## config.mk

```make
export PLATFORM = sky130hd
export DESIGN_NAME = slot_sensor_conditioner_flat
export DESIGN_NICKNAME = d
export VERILOG_FILES = /design/src/rtl/parking_pkg.sv /design/src/rtl/slot_sensor_conditioner_if.sv /design/src/rtl/slot_debounce.sv /design/src/rtl/slot_sensor_conditioner.sv /design/src/flat_wrapper.sv
export SDC_FILE = /design/constraint.sdc
export NUM_CORES = 1
export LEC_CHECK = 0
export BUFFER_PORTS_ARGS = -buffer_cell sky130_fd_sc_hd__buf_2
export CORE_ASPECT_RATIO = 2
export CORE_MARGIN = 2
export CORE_UTILIZATION = 30
export CTS_CLUSTER_DIAMETER = 30
export DETAILED_ROUTE_END_ITERATION = 8
export GPL_TIMING_DRIVEN = 0
export HOLD_SLACK_MARGIN = 0.05
export PLACE_DENSITY = 0.55
export SETUP_SLACK_MARGIN = 0.15
export SYNTH_ARGS = -nofsm -noshare
export SYNTH_HDL_FRONTEND = slang
export SYNTH_HIERARCHICAL = 1
export SYNTH_SLANG_ARGS = --single-unit
```

## constraint.sdc

```tcl
create_clock -name clock -period 5.1 [get_ports clock]
set_clock_uncertainty 0.15 [all_clocks]
set_input_delay 0 -clock clock [delete_from_list [all_inputs] [get_ports clock]]
set_output_delay 0 -clock clock [all_outputs]
set_load 0.01 [all_outputs]
```

## src/rtl/parking_pkg.sv

```systemverilog
// Shared parking-lot constants and sizing helpers used by the conditioner and display blocks.
// Occupancy encoding: 1 = occupied, 0 = free (same meaning on every slot vector in the lot).
// Helpers: bits_for() sizes counters for 0..max_val, cnt_w() sizes the occupied-slot count.
package parking_pkg;

    localparam int NUM_SLOTS_DEF      = 5;
    localparam int TICK_DIV_DEF       = 100000;   // 1 kHz sample tick at 100 MHz
    localparam int DEBOUNCE_TICKS_DEF = 20;

    localparam logic SLOT_FREE     = 1'b0;
    localparam logic SLOT_OCCUPIED = 1'b1;

    // Bits needed to hold the values 0..max_val (never less than one bit).
    function automatic int bits_for(input int max_val);
        return (max_val < 2) ? 1 : $clog2(max_val + 1);
    endfunction

    // Width of a population count over num_slots bits.
    function automatic int cnt_w(input int num_slots);
        return bits_for(num_slots);
    endfunction

endpackage

```

## src/rtl/slot_sensor_conditioner_if.sv

```systemverilog
// Occupancy bus between the raw sensor inputs, the conditioner and the display logic.
// master = conditioner (consumes raw_sensors, produces the clean occupancy view).
// slave  = sensor/display side (drives raw_sensors, consumes everything else).
interface slot_sensor_conditioner_if #(
    parameter int NUM_SLOTS = parking_pkg::NUM_SLOTS_DEF
);
    import parking_pkg::*;

    localparam int CNT_W = cnt_w(NUM_SLOTS);

    logic [NUM_SLOTS-1:0] raw_sensors;
    logic [NUM_SLOTS-1:0] parking_slots;
    logic [NUM_SLOTS-1:0] arrive_pulse;
    logic [NUM_SLOTS-1:0] depart_pulse;
    logic [CNT_W-1:0]     occupied_count;
    logic                 lot_full;

    modport master (
        input  raw_sensors,
        output parking_slots, arrive_pulse, depart_pulse, occupied_count, lot_full
    );

    modport slave (
        output raw_sensors,
        input  parking_slots, arrive_pulse, depart_pulse, occupied_count, lot_full
    );

endinterface

```

## src/rtl/slot_debounce.sv

```systemverilog
// One-slot sensor conditioner: 2-flop synchronizer, tick-based debounce counter, stable bit S.
// Ports: clock/reset, tick (one-cycle sample strobe), raw (async sensor); stable (S), stable_nxt
// (value S takes on the next edge), rise/fall (registered, high in the first cycle S shows the flip).
module slot_debounce #(
    parameter int DEBOUNCE_TICKS = parking_pkg::DEBOUNCE_TICKS_DEF
) (
    input  logic clock,
    input  logic reset,
    input  logic tick,
    input  logic raw,
    output logic stable,
    output logic stable_nxt,
    output logic rise,
    output logic fall
);
    import parking_pkg::*;

    localparam int              DB_W    = bits_for(DEBOUNCE_TICKS - 1);
    localparam logic [DB_W-1:0] DB_LAST = DB_W'(DEBOUNCE_TICKS - 1);

    logic [1:0]      sync_q;    // sync_q[1] is the synchronized sensor value
    logic [DB_W-1:0] cnt_q;
    logic [DB_W-1:0] cnt_d;
    logic            flip;

    // Any cycle where the synchronized input agrees with S wipes the count, so a
    // single-cycle return to the stable level discards all progress.
    always_comb begin
        stable_nxt = stable;
        cnt_d      = cnt_q;
        flip       = 1'b0;
        if (sync_q[1] == stable) begin
            cnt_d = '0;
        end else if (tick) begin
            if (cnt_q == DB_LAST) begin
                stable_nxt = ~stable;
                cnt_d      = '0;
                flip       = 1'b1;
            end else begin
                cnt_d = cnt_q + DB_W'(1);
            end
        end
    end

    always_ff @(posedge clock) begin
        if (reset) begin
            sync_q <= '0;
            cnt_q  <= '0;
            stable <= SLOT_FREE;
            rise   <= 1'b0;
            fall   <= 1'b0;
        end else begin
            sync_q <= {sync_q[0], raw};
            cnt_q  <= cnt_d;
            stable <= stable_nxt;
            rise   <= flip && (stable_nxt == SLOT_OCCUPIED);
            fall   <= flip && (stable_nxt == SLOT_FREE);
        end
    end

endmodule

```

## src/rtl/slot_sensor_conditioner.sv

```systemverilog
// Turns raw, bouncy per-slot occupancy sensors into a clean clock-synchronous parking_slots vector.
// Ports: clock, reset (sync, active-high), bus (master): raw_sensors in; parking_slots,
// arrive_pulse, depart_pulse, occupied_count, lot_full out. Count/full register with S (no lag).
module slot_sensor_conditioner #(
    parameter int NUM_SLOTS      = parking_pkg::NUM_SLOTS_DEF,
    parameter int TICK_DIV       = parking_pkg::TICK_DIV_DEF,
    parameter int DEBOUNCE_TICKS = parking_pkg::DEBOUNCE_TICKS_DEF
) (
    input  logic                       clock,
    input  logic                       reset,
    slot_sensor_conditioner_if.master  bus
);
    import parking_pkg::*;

    localparam int               CNT_W    = cnt_w(NUM_SLOTS);
    localparam int               PRE_W    = bits_for(TICK_DIV - 1);
    localparam logic [PRE_W-1:0] PRE_LAST = PRE_W'(TICK_DIV - 1);

    logic [PRE_W-1:0]     presc_q;
    logic                 tick;
    logic [NUM_SLOTS-1:0] stable;
    logic [NUM_SLOTS-1:0] stable_nxt;
    logic [NUM_SLOTS-1:0] rise;
    logic [NUM_SLOTS-1:0] fall;
    logic [CNT_W-1:0]     count_d;
    logic [CNT_W-1:0]     count_q;
    logic                 full_q;

    // Free-running sample prescaler; independent of sensor activity.
    assign tick = (presc_q == PRE_LAST);

    always_ff @(posedge clock) begin
        if (reset) begin
            presc_q <= '0;
        end else if (tick) begin
            presc_q <= '0;
        end else begin
            presc_q <= presc_q + PRE_W'(1);
        end
    end

    for (genvar i = 0; i < NUM_SLOTS; i++) begin : g_slot
        slot_debounce #(
            .DEBOUNCE_TICKS (DEBOUNCE_TICKS)
        ) u_debounce (
            .clock      (clock),
            .reset      (reset),
            .tick       (tick),
            .raw        (bus.raw_sensors[i]),
            .stable     (stable[i]),
            .stable_nxt (stable_nxt[i]),
            .rise       (rise[i]),
            .fall       (fall[i])
        );
    end

    // Count and full flag are derived from the next S values so they land on the
    // same edge as parking_slots and always agree with it.
    always_comb begin
        count_d = '0;
        for (int i = 0; i < NUM_SLOTS; i++) begin
            count_d = count_d + CNT_W'(stable_nxt[i]);
        end
    end

    always_ff @(posedge clock) begin
        if (reset) begin
            count_q <= '0;
            full_q  <= 1'b0;
        end else begin
            count_q <= count_d;
            full_q  <= &stable_nxt;
        end
    end

    assign bus.parking_slots  = stable;
    assign bus.arrive_pulse   = rise;
    assign bus.depart_pulse   = fall;
    assign bus.occupied_count = count_q;
    assign bus.lot_full       = full_q;

endmodule

```

## src/flat_wrapper.sv

```systemverilog
// flat-port wrapper written by rule: the top's interface ports become plain ports
module slot_sensor_conditioner_flat import parking_pkg::*;
#(
    parameter int NUM_SLOTS      = parking_pkg::NUM_SLOTS_DEF,
    parameter int TICK_DIV       = parking_pkg::TICK_DIV_DEF,
    parameter int DEBOUNCE_TICKS = parking_pkg::DEBOUNCE_TICKS_DEF
)
  (clock, reset, bus_raw_sensors, bus_parking_slots, bus_arrive_pulse, bus_depart_pulse, bus_occupied_count, bus_lot_full);
  slot_sensor_conditioner_if #(.NUM_SLOTS(NUM_SLOTS)) bus_i ();
  input  logic clock;
  input  logic reset;
  input wire logic [$bits(bus_i.raw_sensors)-1:0] bus_raw_sensors;
  output wire logic [$bits(bus_i.parking_slots)-1:0] bus_parking_slots;
  output wire logic [$bits(bus_i.arrive_pulse)-1:0] bus_arrive_pulse;
  output wire logic [$bits(bus_i.depart_pulse)-1:0] bus_depart_pulse;
  output wire logic [$bits(bus_i.occupied_count)-1:0] bus_occupied_count;
  output wire logic [$bits(bus_i.lot_full)-1:0] bus_lot_full;
  assign bus_i.raw_sensors = bus_raw_sensors;
  assign bus_parking_slots = bus_i.parking_slots;
  assign bus_arrive_pulse = bus_i.arrive_pulse;
  assign bus_depart_pulse = bus_i.depart_pulse;
  assign bus_occupied_count = bus_i.occupied_count;
  assign bus_lot_full = bus_i.lot_full;
  slot_sensor_conditioner #(.NUM_SLOTS(NUM_SLOTS), .TICK_DIV(TICK_DIV), .DEBOUNCE_TICKS(DEBOUNCE_TICKS)) u_core (.clock(clock), .reset(reset), .bus(bus_i));
endmodule
```

After elaboration in Yosys (flattened, before gate mapping)

Cells that the tools add are included.

Flip-flop bits (word level): 71
Input bits: 7
Word-level logic and storage cells: 111

Eq/ne operators: 11
Reductions and logical operators: 17
Bitwise operators: 10
Muxes and demuxes: 35
$add $sub $neg: 10

Operators by type and width:

| cell                    | number |
|---|---|
| $mux W1                 | 30 |
| $add A5 B1 Y5 const B   | 5 |
| $eq A5 B5 Y1 const B    | 5 |
| $mux W5                 | 5 |
| $add A17 B1 Y17 const B | 1 |
| $eq A17 B17 Y1 const B  | 1 |
| $reduce_or A2 Y1        | 6 |
| $logic_and A1 B1 Y1     | 10 |
| $not A1 Y1              | 10 |
| $add A3 B1 Y3           | 3 |
| $eq A1 B1 Y1            | 5 |
| $reduce_and A5 Y1       | 1 |
| $add A1 B1 Y2           | 1 |

Depth between registers and ports, before layout

Gate-level depths: netlist of run 1.

Depth in word-level cells: 8
Depth in mapped cells: 10

Hierarchy

Netlist of run 1, hierarchy kept.

Modules (own cells, without submodules):

| module                  | times used | seq. area each (sq um) | cells an instance | area an instance (sq um) |
|---|---|---|---|---|
| slot_debounce           | 5          | 200.2                  | 38                | 421.7 |
| slot_sensor_conditioner | 1          | 420.4                  | 102               | 949.7 |

Worst setup path before layout of run 1

No wires, ideal clock.

Kind: register to register
Start point: reg u_core.presc_q[0]
End point: reg u_core.count_q[1], in the netlist u_core/bus.occupied_count[1]
Clock period less this slack: 3.857 ns
Arrival time: 3.593 ns
Path slack: 1.243 ns
Buffers on the path: 0
Stages on the path, launching flop included: 11
Cells stage by stage: dfxtp_1 -> ha_1 -> and4_1 -> and4_1 -> nand2_2 -> nor3b_4 -> mux2_4 -> fa_1 -> fa_1 -> ha_1 -> nor2b_1

Cells in the longest elaborated chain, start to end: 7
Elaborated cells between the ends (all ways): 15
Those cells by class: 4 x add/sub; 1 x eq/ne; 10 x mux

Ends and longest elaborated chain:

| element                     | line                          | source |
|---|---|---|
| start, declared             | slot_sensor_conditioner.sv:19 | `logic [PRE_W-1:0] presc_q;` |
| start signal, assigned      | slot_sensor_conditioner.sv:38 | `presc_q <= presc_q + PRE_W'(1);` |
| $eq A17 B17 Y1              | slot_sensor_conditioner.sv:30 | `assign tick = (presc_q == PRE_LAST);` |
| via u_core.tick             | slot_sensor_conditioner.sv:20 | `logic tick;` |
| $mux W1                     | slot_debounce.sv:34           | `end else if (tick) begin` |
| $mux W1                     | slot_debounce.sv:32           | `if (sync_q[1] == stable) begin` |
| via u_core.stable_nxt[0]    | slot_sensor_conditioner.sv:22 | `logic [NUM_SLOTS-1:0] stable_nxt;` |
| $add A1 B1 Y2               | slot_sensor_conditioner.sv:62 | `count_d = count_d + CNT_W'(stable_nxt[i]);` |
| $add A3 B1 Y3 (3 in series) | slot_sensor_conditioner.sv:62 |  |
| via u_core.count_d[1]       | slot_sensor_conditioner.sv:25 | `logic [CNT_W-1:0] count_d;` |
| end signal, assigned        | slot_sensor_conditioner.sv:71 | `count_q <= count_d;` |
| end, declared               | slot_sensor_conditioner.sv:26 | `logic [CNT_W-1:0] count_q;` |

The timed path passes the listed nets, and every way through them passes these cells.
A chain may end at the register's enable or synchronous reset.

Final worst setup path of run 1

Ends and elaborated chain as after synthesis.

==> flow_metrics.py, run 1 <==
metrics = {
    "hold_path": {
        "hold_class": "reg -> reg",
    },
    "grt": {
        "antenna_found_initial": 0,
        "grt_remaining_overflow": 0,
        "grt_pass1_vias": 2207,
        "grt_pass1_wl_mm": 9.75,
        "grt_max_degree": 38,
        "track_usage": 0.115,
    },
    "setup_path": {
        "critPathCaptureType": "flip-flop",
        "criticalPathCategory": "reg -> reg",
        "crit_arrival_ns": 4.44,
        "crit_end": "u_core/bus.occupied_count[1]$_SDFF_PP0_",
        "r2r_setup_slack_ns": 0.70,
        "cp_max_fo": 26,
        "r2r-start": "u_core/presc_q[0]$_SDFF_PP0_",
        "startpoint": "u_core/presc_q[0]$_SDFF_PP0_",
        "rr_worst_depth": 10,
        "timing.rr.end": "u_core/bus.occupied_count[1]$_SDFF_PP0_",
        "cp_data_required_time_ns": 5.15,
        "startpoint_type": "flip-flop",
    },
    "placed_design": {
        "post-place-ws_ns": 0.662,
        "gp_congestion": 0.705,
        "io_buffers": 25,
        "place_hpwl_mm": 4.06,
    },
    "layout": {
        "seqCellArea_um2": 1420,
        "mostFrequentLayoutCell": "dfxtp_1",
        "n_antenna_cell": 0,
        "multi_input_comb_area_um2": 1610,
        "drive_above_1_share": 0.175,
        "layout.nets": 355,
        "most-common-layout-cells": "71 x dfxtp_1, 26 x buf_2, 23 x nor2b_1",
        "post-route-util": 0.378,
        "n_fill_cell": 1019,
        "synthToLayoutAreaGrowth_pct": 23.8,
    },
    "power": {
        "vdd_drop_max_uv": 222,
        "powerDensity_nw_per_um2": 336,
        "leakage_nw": 1.41,
    },
    "synth": {
        "yosysUniqueCellTypes": 34,
        "synth-seq-cells": 71,
        "synth_top_family_by_area": "simple AND/OR/NAND/NOR gates",
        "synthArstFlopShare": 0,
        "synth_edf_count": 0,
        "synth_area_um2": 3060,
        "yosysSeqAreaShare": 0.465,
        "synthCells": 292,
        "synthMuxAreaShare": 0.0573,
        "syn-num-nets": 309,
        "syn_area_per_cell_um2": 10.5,
        "ys.flop_type": "dfxtp_1",
        "synth_xor_area_frac": 0.0917,
        "ys_warn_count": 6,
        "synth_fa_ha_area_frac": 0.0458,
        "yosys.area_share.simple": 0.293,
        "synth_compound_area_frac": 0.0368,
    },
    "timing": {
        "tightest_slew_ns": 1.19,
        "whs_ns": 0.288,
        "finalWorstSetupSlack_ns": 0.704,
        "setup_viol": 0,
        "fin_tns_setup_ns": 0,
        "rsz0062_at_grt": "no",
        "slew_violations": 0,
        "fin_crit_ns": 4.40,
        "min_period_over_period": 0.862,
        "hold_violations": 0,
        "fmax_mhz": 227,
        "slew_headroom": 0.204,
    },
    "clocking": {
        "clkTransAtPathRegs_ns": 0.05,
        "cts_tree": "built",
        "clock_latency_ns": 0.33,
        "clockBufferDepth": 2,
        "clock-sinks": 71,
        "cts_root_buffer": "clkbuf_16",
        "numCtsBuffers": 9,
        "postCtsSetupRepairBufs": 0,
        "htree_levels": 3,
        "cts_resized": 0,
    },
    "routing": {
        "vias": 2203,
        "wl_mm": 5.65,
        "drc": 0,
        "dr.pass1.iters": 6,
        "drt-initial-drc-count": 85,
        "final_antenna_net_count": 0,
        "via_per_inst": 4.61,
        "wire_per_inst_um": 11.8,
    },
    "die": {
        "die_h_um": 147,
        "dieWidth_um": 75.4,
        "die_area_um2": 11100,
        "io_pins": 26,
        "start_util": 0.305,
        "core_um2": 10000,
        "rows": 52,
    },
    "run": {
        "cap_violations": 0,
    },
    "run_status": {
        "status": "complete, no violations",
    },
}
[cell families after synthesis]
kind of cell             after synthesis
buffers and inverters                  8
flip-flops                            71
multiplexers                          15
AO/OA/AOI/OAI                         21
AND/OR/NAND/NOR                      135
adder cells (fa/ha/maj)               10
XOR/XNOR                              32
[cell type report]
cell class,instances,area share
timing repair buffer,35,0.0595
clock buffer,11,0.0668
multi-input combinational,213,0.424
sequential,71,0.376
inverter,5,0.00496
clock inverter,5,0.0212
tap,135,0.0446
buffer,3,0.00331
[per-layer routing]
layer	part of all wire	track usage
met2	0.52	0.200
met4	0.030	0.0684
met3	0.036	0.0357
met5	0	0
met1	0.41	0.115
[worst min path at each step]
stage                                                           startpoint                                                to  slack [ns]  cells after the start
after global placement                                  bus_raw_sensors[1]  u_core/g_slot[1].u_debounce/sync_q[0]$_SDFF_PP0_        0.06                      2
after global routing      u_core/g_slot[0].u_debounce/sync_q[0]$_SDFF_PP0_  u_core/g_slot[0].u_debounce/sync_q[1]$_SDFF_PP0_        0.30                      1
after detailed placement                                bus_raw_sensors[1]  u_core/g_slot[1].u_debounce/sync_q[0]$_SDFF_PP0_        0.07                      2
after floorplan                                                      reset           u_core/bus.occupied_count[0]$_SDFF_PP0_       -0.08                      1
after CTS                 u_core/g_slot[4].u_debounce/sync_q[0]$_SDFF_PP0_  u_core/g_slot[4].u_debounce/sync_q[1]$_SDFF_PP0_        0.29                      1
final                     u_core/g_slot[0].u_debounce/sync_q[0]$_SDFF_PP0_  u_core/g_slot[0].u_debounce/sync_q[1]$_SDFF_PP0_        0.29                      1
[flip-flops by register name, indices dropped and copies added, names as in the netlist]
signal                           count
u_core/g_slot.u_debounce/cnt_q      25
u_core/presc_q                      17
u_core/g_slot.u_debounce/stable      5
u_core/g_slot.u_debounce/fall        5
u_core/g_slot.u_debounce/rise        5
u_core/g_slot.u_debounce/sync_q     10
u_core/bus.lot_full                  1
u_core/bus.occupied_count            3
[power breakdown]
| group | switching, mW | internal (mW) | total [mW] | leakage [nW] |
|---|---|---|---|---|
| Sequential | 0.00454 | 0.561 | 0.565 | 0.574 |
| Combinational | 0.0117 | 0.0141 | 0.0258 | 0.681 |
| Clock | 0.228 | 0.453 | 0.682 | 0.158 |
| Total | 0.245 | 1.03 | 1.27 | 1.41 |
[critical path, cell delays in order (launching register included)]
cell and delay, ns:
dfxtp_1 0.37, ha_1 0.23, and4_1 0.26, and4_1 1.00, nand2_2 0.21, nor3b_4 0.40, mux2_4 0.35, fa_1 0.50
fa_1 0.38, ha_1 0.27, nor2b_1 0.13
[per-stage QoR]
step	cell area, µm²	power [mW]	cells
2_1_floorplan	3060	0.588	292
3_5_place_dp	3350	0.598	452
6_report	3780	1.27	478
5_1_grt	3780	1.32	478
3_3_place_gp	3350	0.597	452
4_1_cts	3780	1.29	478
[cells in the mapped netlist, types with 3 or more instances]
master     n  share of area
nand3_1    4         0.0065
nor3b_4    5          0.031
and4b_1    5          0.016
nand2b_1  15          0.031
nor2_1    22          0.027
nand4_1    7          0.014
a21oi_1    8          0.013
mux2i_1   10          0.033
or4_1      3         0.0074
ha_1       8          0.033
nand2_1    5         0.0061
nand2_2    6          0.012
dfxtp_1   71           0.46
xor2_1    17          0.049
o31ai_1    3         0.0074
o21ai_0   10          0.016
mux2_4     5          0.025
nor3_1    19          0.031
nor3b_1    5          0.012
xnor2_1   15          0.043
and4bb_1   5          0.020
inv_1      5         0.0061
nor2b_1   23          0.047
[timing repair]
item                       CTS  global route
hold endpoints to repair    16             0
setup endpoints to repair    0             0
hold buffers                10             0
No activity file was read; power rests on OpenSTA's default activity.
==> run 2: changes to the inputs <==
SYNTH_HIERARCHICAL = default   (was 1)
==> run 2 against run 1 <==
Against the previous run:
- first-iteration DRC count grew 33%
- largest cell class unchanged
- largest power group unchanged
- global-route usage is 1.0 points higher
- cell count rose by 6.7%
- critical endpoint is now u_core.bus.occupied_count[1]$_SDFF_PP0_
- sequential cell count stayed put
==> flow_metrics.py, run 2 <==
metrics = {
    "layout": {
        "mostFrequentLayoutCell": "dfxtp_1",
        "fin_area_um2": 3850,
        "multi_input_comb_area_um2": 1480,
        "top_regs": "u_core.g_slot.u_debounce.cnt_q x25, u_core.presc_q x17, u_core.g_slot.u_debounce.sync_q x10",
        "layout.nets": 387,
        "post-route-util": 0.379,
        "synthToLayoutAreaGrowth_pct": 22.3,
        "drive_above_1_share": 0.203,
        "seqCellArea_um2": 1420,
        "most-common-layout-cells": "71 x dfxtp_1, 52 x nor2_1, 26 x buf_2",
        "n_antenna_cell": 0,
        "max_flop_register": "u_core.g_slot.u_debounce.cnt_q",
        "largest_register_ffs": 25,
        "n_fill_cell": 1090,
    },
    "die": {
        "core_um2": 10100,
        "rows": 52,
        "dieWidth_um": 76.4,
        "io_pins": 26,
        "die_h_um": 149,
        "die_area_um2": 11400,
        "start_util": 0.310,
    },
    "grt": {
        "track_usage": 0.125,
        "antenna_found_initial": 0,
        "grt_remaining_overflow": 0,
        "met1_usage": 0.129,
        "grt_pass1_wl_mm": 11.1,
        "use_met2": 0.234,
        "grt.busiest_layer": "met2",
        "grt_max_degree": 13,
        "use_met3": 0.0309,
        "grt_pass1_vias": 2328,
    },
    "setup_path": {
        "criticalPathCategory": "reg -> reg",
        "max_stage_delay_ns": 0.58,
        "r2r-start": "u_core.presc_q[5]$_SDFF_PP0_",
        "crit_path_frequent_cell": "inv_1",
        "startpoint_type": "flip-flop",
        "cp_max_fo": 7,
        "startpoint": "u_core.presc_q[5]$_SDFF_PP0_",
        "crit_slowest_cell": "or4b_1",
        "cp_data_required_time_ns": 5.15,
        "cp_num_buf_inv": 3,
        "r2r_setup_slack_ns": 1.05,
        "crit_family": "simple AND/OR/NAND/NOR gates",
        "critPathCaptureType": "flip-flop",
        "path_cells": "or4b_1 -> nor4_4 -> nand2_1 -> mux2i_1 -> inv_1 -> ha_1 -> inv_1 -> fa_1 -> inv_1 -> ha_1 -> fa_1 -> nor2b_1",
        "crit_arrival_ns": 4.10,
    },
    "power": {
        "switching_share": 0.192,
        "vdd_drop_max_uv": 226,
        "combPwrFrac": 0.018,
        "intPower_mw": 1.06,
        "pwr-share-seq": 0.430,
        "pwr-share-clk": 0.551,
        "powerDensity_nw_per_um2": 341,
        "switchingPower_uw": 252,
        "leakage_nw": 1.59,
    },
    "hold_path": {
        "hold_class": "in -> reg",
        "hold_path.startpoint": "bus_raw_sensors[1]",
    },
    "synth": {
        "synth_commonest_cells": "71 x dfxtp_1, 52 x nor2_1, 20 x xor2_1, 19 x nor2b_1",
        "ys.flop_type": "dfxtp_1",
        "synth_most_common_cell": "dfxtp_1",
        "synth-seq-cells": 71,
        "synth_top_area_share": 0.452,
        "synth_area_leaders": "dfxtp_1 45%, nor2_1 6.2%, xor2_1 5.6%",
        "ys_warn_count": 0,
        "syn_area_per_cell_um2": 9.59,
        "synth_top_area_cell": "dfxtp_1",
        "synthCells": 328,
        "yosysSeqAreaShare": 0.452,
        "yosysUniqueCellTypes": 44,
        "synth_area_um2": 3150,
        "syn-num-nets": 345,
        "synth_edf_count": 0,
        "synthArstFlopShare": 0,
    },
    "timing": {
        "fin_crit_ns": 4.05,
        "slew_headroom": 0.505,
        "setup_viol": 0,
        "tightest_slew_ns": 0.735,
        "fmax_mhz": 247,
        "hold_violations": 0,
        "fin_tns_setup_ns": 0,
        "whs_ns": 0.266,
        "rsz0062_at_grt": "no",
        "slew_violations": 0,
        "min_period_over_period": 0.794,
    },
    "clocking": {
        "cts_resized": 0,
        "htree_levels": 3,
        "clockBufferDepth": 2,
        "cts_tree": "built",
        "clock-sinks": 71,
        "cts_root_buffer": "clkbuf_16",
        "clock_latency_ns": 0.33,
        "numCtsBuffers": 9,
        "postCtsSetupRepairBufs": 0,
        "clkTransAtPathRegs_ns": 0.06,
    },
    "routing": {
        "via_per_inst": 4.48,
        "drc": 0,
        "drt-initial-drc-count": 113,
        "vias": 2287,
        "final_antenna_net_count": 0,
        "wl_mm": 6.34,
        "dr.pass1.iters": 4,
        "wire_per_inst_um": 12.4,
    },
    "run_status": {
        "status": "complete, no violations",
    },
    "placed_design": {
        "placed_area_um2": 3440,
        "gp_congestion": 0.771,
        "io_buffers": 25,
        "place_hpwl_mm": 4.68,
    },
    "run": {
        "cap_violations": 0,
    },
}
[run 2: changes by cell type after synthesis, sizes merged, moves of 7 or more]
cell   delta
nand3     +7
nor3     -12
o21ai    -10
inv      +10
nor3b     -9
nor2     +31
a21oi     -7
buf      +19
[run 2: worst paths after layout]
kind / to / cells after the start
hold / removal: u_core.g_slot[1].u_debounce.sync_q[0]$_SDFF_PP0_ / 3
setup / recovery: u_core.bus.occupied_count[1]$_SDFF_PP0_ / 12
setup reg to reg: u_core.bus.occupied_count[1]$_SDFF_PP0_ / 12
hold reg to reg: u_core.g_slot[0].u_debounce.sync_q[1]$_SDFF_PP0_ / 1
[run 2: cell type report]
type,instances,area share
Tap cell,135,0.0439
Inverter,15,0.0146
Multi-Input combinational cell,218,0.385
Clock inverter,6,0.0280
Sequential cell,71,0.369
Buffer,24,0.0488
Timing Repair Buffer,31,0.0481
Clock buffer,10,0.0621
[run 2: what timing repair did]
item / in CTS / in global routing
hold buffers: 6 / 0
endpoints found under the setup margin: 0 / 0
hold endpoints to repair: 11 / 0
[run 2: power groups by stage]
stage / combinational [mW] / clock [mW] / sequential [mW]
floorplan: 0.0144 / 0 / 0.576
global placement: 0.0208 / 0 / 0.577
detailed placement: 0.0210 / 0 / 0.577
CTS: 0.0246 / 0.736 / 0.565
global route: 0.0273 / 0.760 / 0.566
finish: 0.0241 / 0.724 / 0.565
[run 2: per-layer routing]
layer | wire length, µm | part of all wire
met5 | 0 | 0
met1 | 2500 | 0.39
met3 | 171 | 0.027
met4 | 156 | 0.025
met2 | 3510 | 0.55
[run 2: through the flow]
stage                     std cells  worst slack, ns  power [mW]
after floorplan                 328             1.46       0.590
after global placement          488             1.02       0.598
after detailed placement        488             1.01       0.598
after CTS                       510            0.981        1.33
after global routing            510            0.798        1.35
final                           510             1.05        1.31
[run 2: cell families (layout without fill, tap and decap cells)]
family                   Yosys count  count (layout)  share of synthesized area
AND/OR/NAND/NOR                  148             148                      0.262
flip-flops                        71              71                      0.452
buffers and inverters             39              86                     0.0775
XOR/XNOR                          31              31                     0.0863
AO/OA/AOI/OAI                     18              18                     0.0433
multiplexers                      11              11                     0.0350
adder cells (fa/ha/maj)           10              10                     0.0445
[run 2: worst reg2reg max path, stage by stage, from the launching register on]
cell and delay, ns:
dfxtp_1 0.34, or4b_1 0.58, nor4_4 0.54, nand2_1 0.20, mux2i_1 0.33, inv_1 0.10, ha_1 0.29, inv_1 0.05
fa_1 0.53, inv_1 0.04, ha_1 0.18, fa_1 0.43, nor2b_1 0.15
==> run 3: changes to the inputs <==
PLACE_DENSITY = 0.56   (was 0.55)
clock period = 3.5 ns   (was 5.1 ns; I/O delays follow)
==> run 3 against run 2 <==
Against the previous run:
- the run now ends with negative setup slack left
- first-iteration DRC count shrank 31%
- sequential power increased by 46%
- power up 34%
- sequential cell count unchanged
- hold slack got worse by 0.013 ns
- via count is 0.22% lower
- cell count up 1.8%
- global-route usage down 0.28 points
- routed wire length shrank 2.3%
- register-to-register slack got worse by 1.1 ns
- setup slack got worse by 1.1 ns
- critical path type unchanged
- largest power group unchanged
==> flow_metrics.py, run 3 (synthesized netlist as in run 2, its figures left out) <==
metrics = {
    "layout": {
        "most-common-layout-cells": "65 x dfxtp_1, 52 x nor2_1, 26 x buf_2",
        "layout.nets": 397,
        "n_antenna_cell": 0,
        "layoutNonFillerInstCount": 519,
        "synthToLayoutAreaGrowth_pct": 24.8,
        "largest_register_ffs": 25,
        "post-route-util": 0.387,
        "mostFrequentLayoutCell": "dfxtp_1",
        "max_flop_register": "u_core.g_slot.u_debounce.cnt_q",
        "top_regs": "u_core.g_slot.u_debounce.cnt_q x25, u_core.presc_q x17, u_core.g_slot.u_debounce.sync_q x10",
        "drive_above_1_share": 0.253,
    },
    "setup_path": {
        "cp_data_required_time_ns": 3.56,
        "crit_path_frequent_cell": "fa_1",
        "r2r_setup_slack_ns": -0.009,
        "cp_max_fo": 4,
        "startpoint_type": "flip-flop",
        "startpoint": "u_core.presc_q[13]$_SDFF_PP0_",
        "rr_worst_depth": 12,
        "crit_arrival_ns": 3.57,
        "crit_cells": 12,
        "crit_family": "adder cells",
        "cp_num_buf_inv": 3,
        "max_stage_delay_ns": 0.54,
        "timing.rr.end": "u_core.bus.occupied_count[1]$_SDFF_PP0_",
        "crit_slowest_cell": "or4b_4",
        "criticalPathCategory": "reg -> reg",
        "r2r-start": "u_core.presc_q[13]$_SDFF_PP0_",
        "path_cells": "or4b_4 -> nor4_4 -> buf_6 -> a31o_2 -> nand2_1 -> ha_4 -> inv_2 -> fa_1 -> inv_1 -> ha_2 -> fa_1 -> nor2b_4",
        "critPathCaptureType": "flip-flop",
        "crit_end": "u_core.bus.occupied_count[1]$_SDFF_PP0_",
    },
    "grt": {
        "grt_max_degree": 12,
        "grt_remaining_overflow": 0,
        "track_usage": 0.123,
        "antenna_found_initial": 0,
        "grt_pass1_vias": 2345,
        "grt_pass1_wl_mm": 11.0,
    },
    "placed_design": {
        "io_buffers": 25,
        "place_inst": 488,
        "post-place-ws_ns": -0.459,
        "place_hpwl_mm": 4.56,
        "gp_congestion": 0.753,
    },
    "timing": {
        "fin_tns_setup_ns": -0.00866,
        "tightest_slew_ns": 0.717,
        "hold_violations": 0,
        "fmax_mhz": 285,
        "slew_headroom": 0.515,
        "slew_violations": 0,
        "min_period_over_period": 1.00,
        "fin_crit_ns": 3.51,
        "setup_viol": 1,
        "finalWorstSetupSlack_ns": -0.00866,
        "rsz0062_at_grt": "yes",
    },
    "routing": {
        "wire_per_inst_um": 11.9,
        "dr.pass1.iters": 4,
        "top_layer": "met4",
        "wl_met2_mm": 3.33,
        "drt-met1-wl_mm": 2.51,
        "wl_mm": 6.19,
        "drc": 0,
        "wl_met3_um": 196,
        "drt-initial-drc-count": 78,
        "final_antenna_net_count": 0,
        "via_per_inst": 4.40,
        "vias": 2282,
    },
    "power": {
        "powerDensity_nw_per_um2": 449,
        "vdd_drop_max_uv": 320,
        "leakage_nw": 1.61,
        "total_power_mw": 1.77,
    },
    "die": {
        "core_um2": 10100,
        "die_area_um2": 11400,
        "rows": 52,
        "die_h_um": 149,
        "dieWidth_um": 76.4,
        "io_pins": 26,
        "start_util": 0.310,
    },
    "run_status": {
        "violations": "negative setup slack",
        "status": "complete, but fails checks",
    },
    "clocking": {
        "clock-sinks": 71,
        "clock_latency_ns": 0.33,
        "clockBufferDepth": 2,
        "cts_tree": "built",
        "numCtsBuffers": 9,
        "cts_root_buffer": "clkbuf_16",
        "clkTransAtPathRegs_ns": 0.06,
        "htree_levels": 3,
    },
    "hold_path": {
        "worstHoldPathCells": 3,
        "hold_class": "in -> reg",
    },
    "run": {
        "cap_violations": 0,
    },
}
## run 3: metrics by stage
| step | hold slack, ns | instance area (µm²) |
|---|---|---|
| 2_1_floorplan | -0.0218 | 3160 |
| 3_3_place_gp | 0.0652 | 3450 |
| 3_5_place_dp | 0.0617 | 3450 |
| 4_1_cts | 0.247 | 3890 |
| 5_1_grt | 0.273 | 3930 |
| 6_report | 0.253 | 3930 |
## run 3: worst min path at each step
stage,start,end,slack (ns)
finish,bus_raw_sensors[1],u_core.g_slot[1].u_debounce.sync_q[0]$_SDFF_PP0_,0.25
global placement,bus_raw_sensors[1],u_core.g_slot[1].u_debounce.sync_q[0]$_SDFF_PP0_,0.07
detailed placement,bus_raw_sensors[2],u_core.g_slot[2].u_debounce.sync_q[0]$_SDFF_PP0_,0.06
global route,bus_raw_sensors[1],u_core.g_slot[1].u_debounce.sync_q[0]$_SDFF_PP0_,0.27
CTS,bus_raw_sensors[1],u_core.g_slot[1].u_debounce.sync_q[0]$_SDFF_PP0_,0.25
floorplan,bus_raw_sensors[0],u_core.g_slot[0].u_debounce.sync_q[0]$_SDFF_PP0_,-0.02
## run 3: layout make-up
cell class / instances / area, µm²
clock inverters: 3 / 42.5
repair buffers: 41 / 264
well taps: 135 / 169
fillers: 1056 / 6220
inverters: 15 / 56.3
flip-flops and latches: 71 / 1430
multi-input cells: 218 / 1510
plain buffers: 24 / 196
clock buffers: 12 / 256
## run 3: report_power, final
group / switching (mW) / internal [mW]
sequential: 0.00660 / 0.817
combinational: 0.0179 / 0.0167
clock: 0.322 / 0.585
## run 3: worst min-delay path, cell delays in order
cell and delay, ns:
dlygate4sd3_1 0.51, buf_2 0.09, nor2b_1 0.10
## run 3: what timing repair did
action | 4_1_cts | 5_1_grt
endpoints found under the hold margin | 11 | 0
setup endpoints to repair | 3 | 2
pin swaps | 3 | 5
hold buffers | 6 | 0
setup buffers | 8 | 2
gates resized for setup | 8 | 4
## run 3: layer usage
layer	up-vias	GRT usage
met5	-	0
met4	0	0.0627
met3	12	0.0339
met2	28	0.226
met1	1060	0.125
li1	1182	-
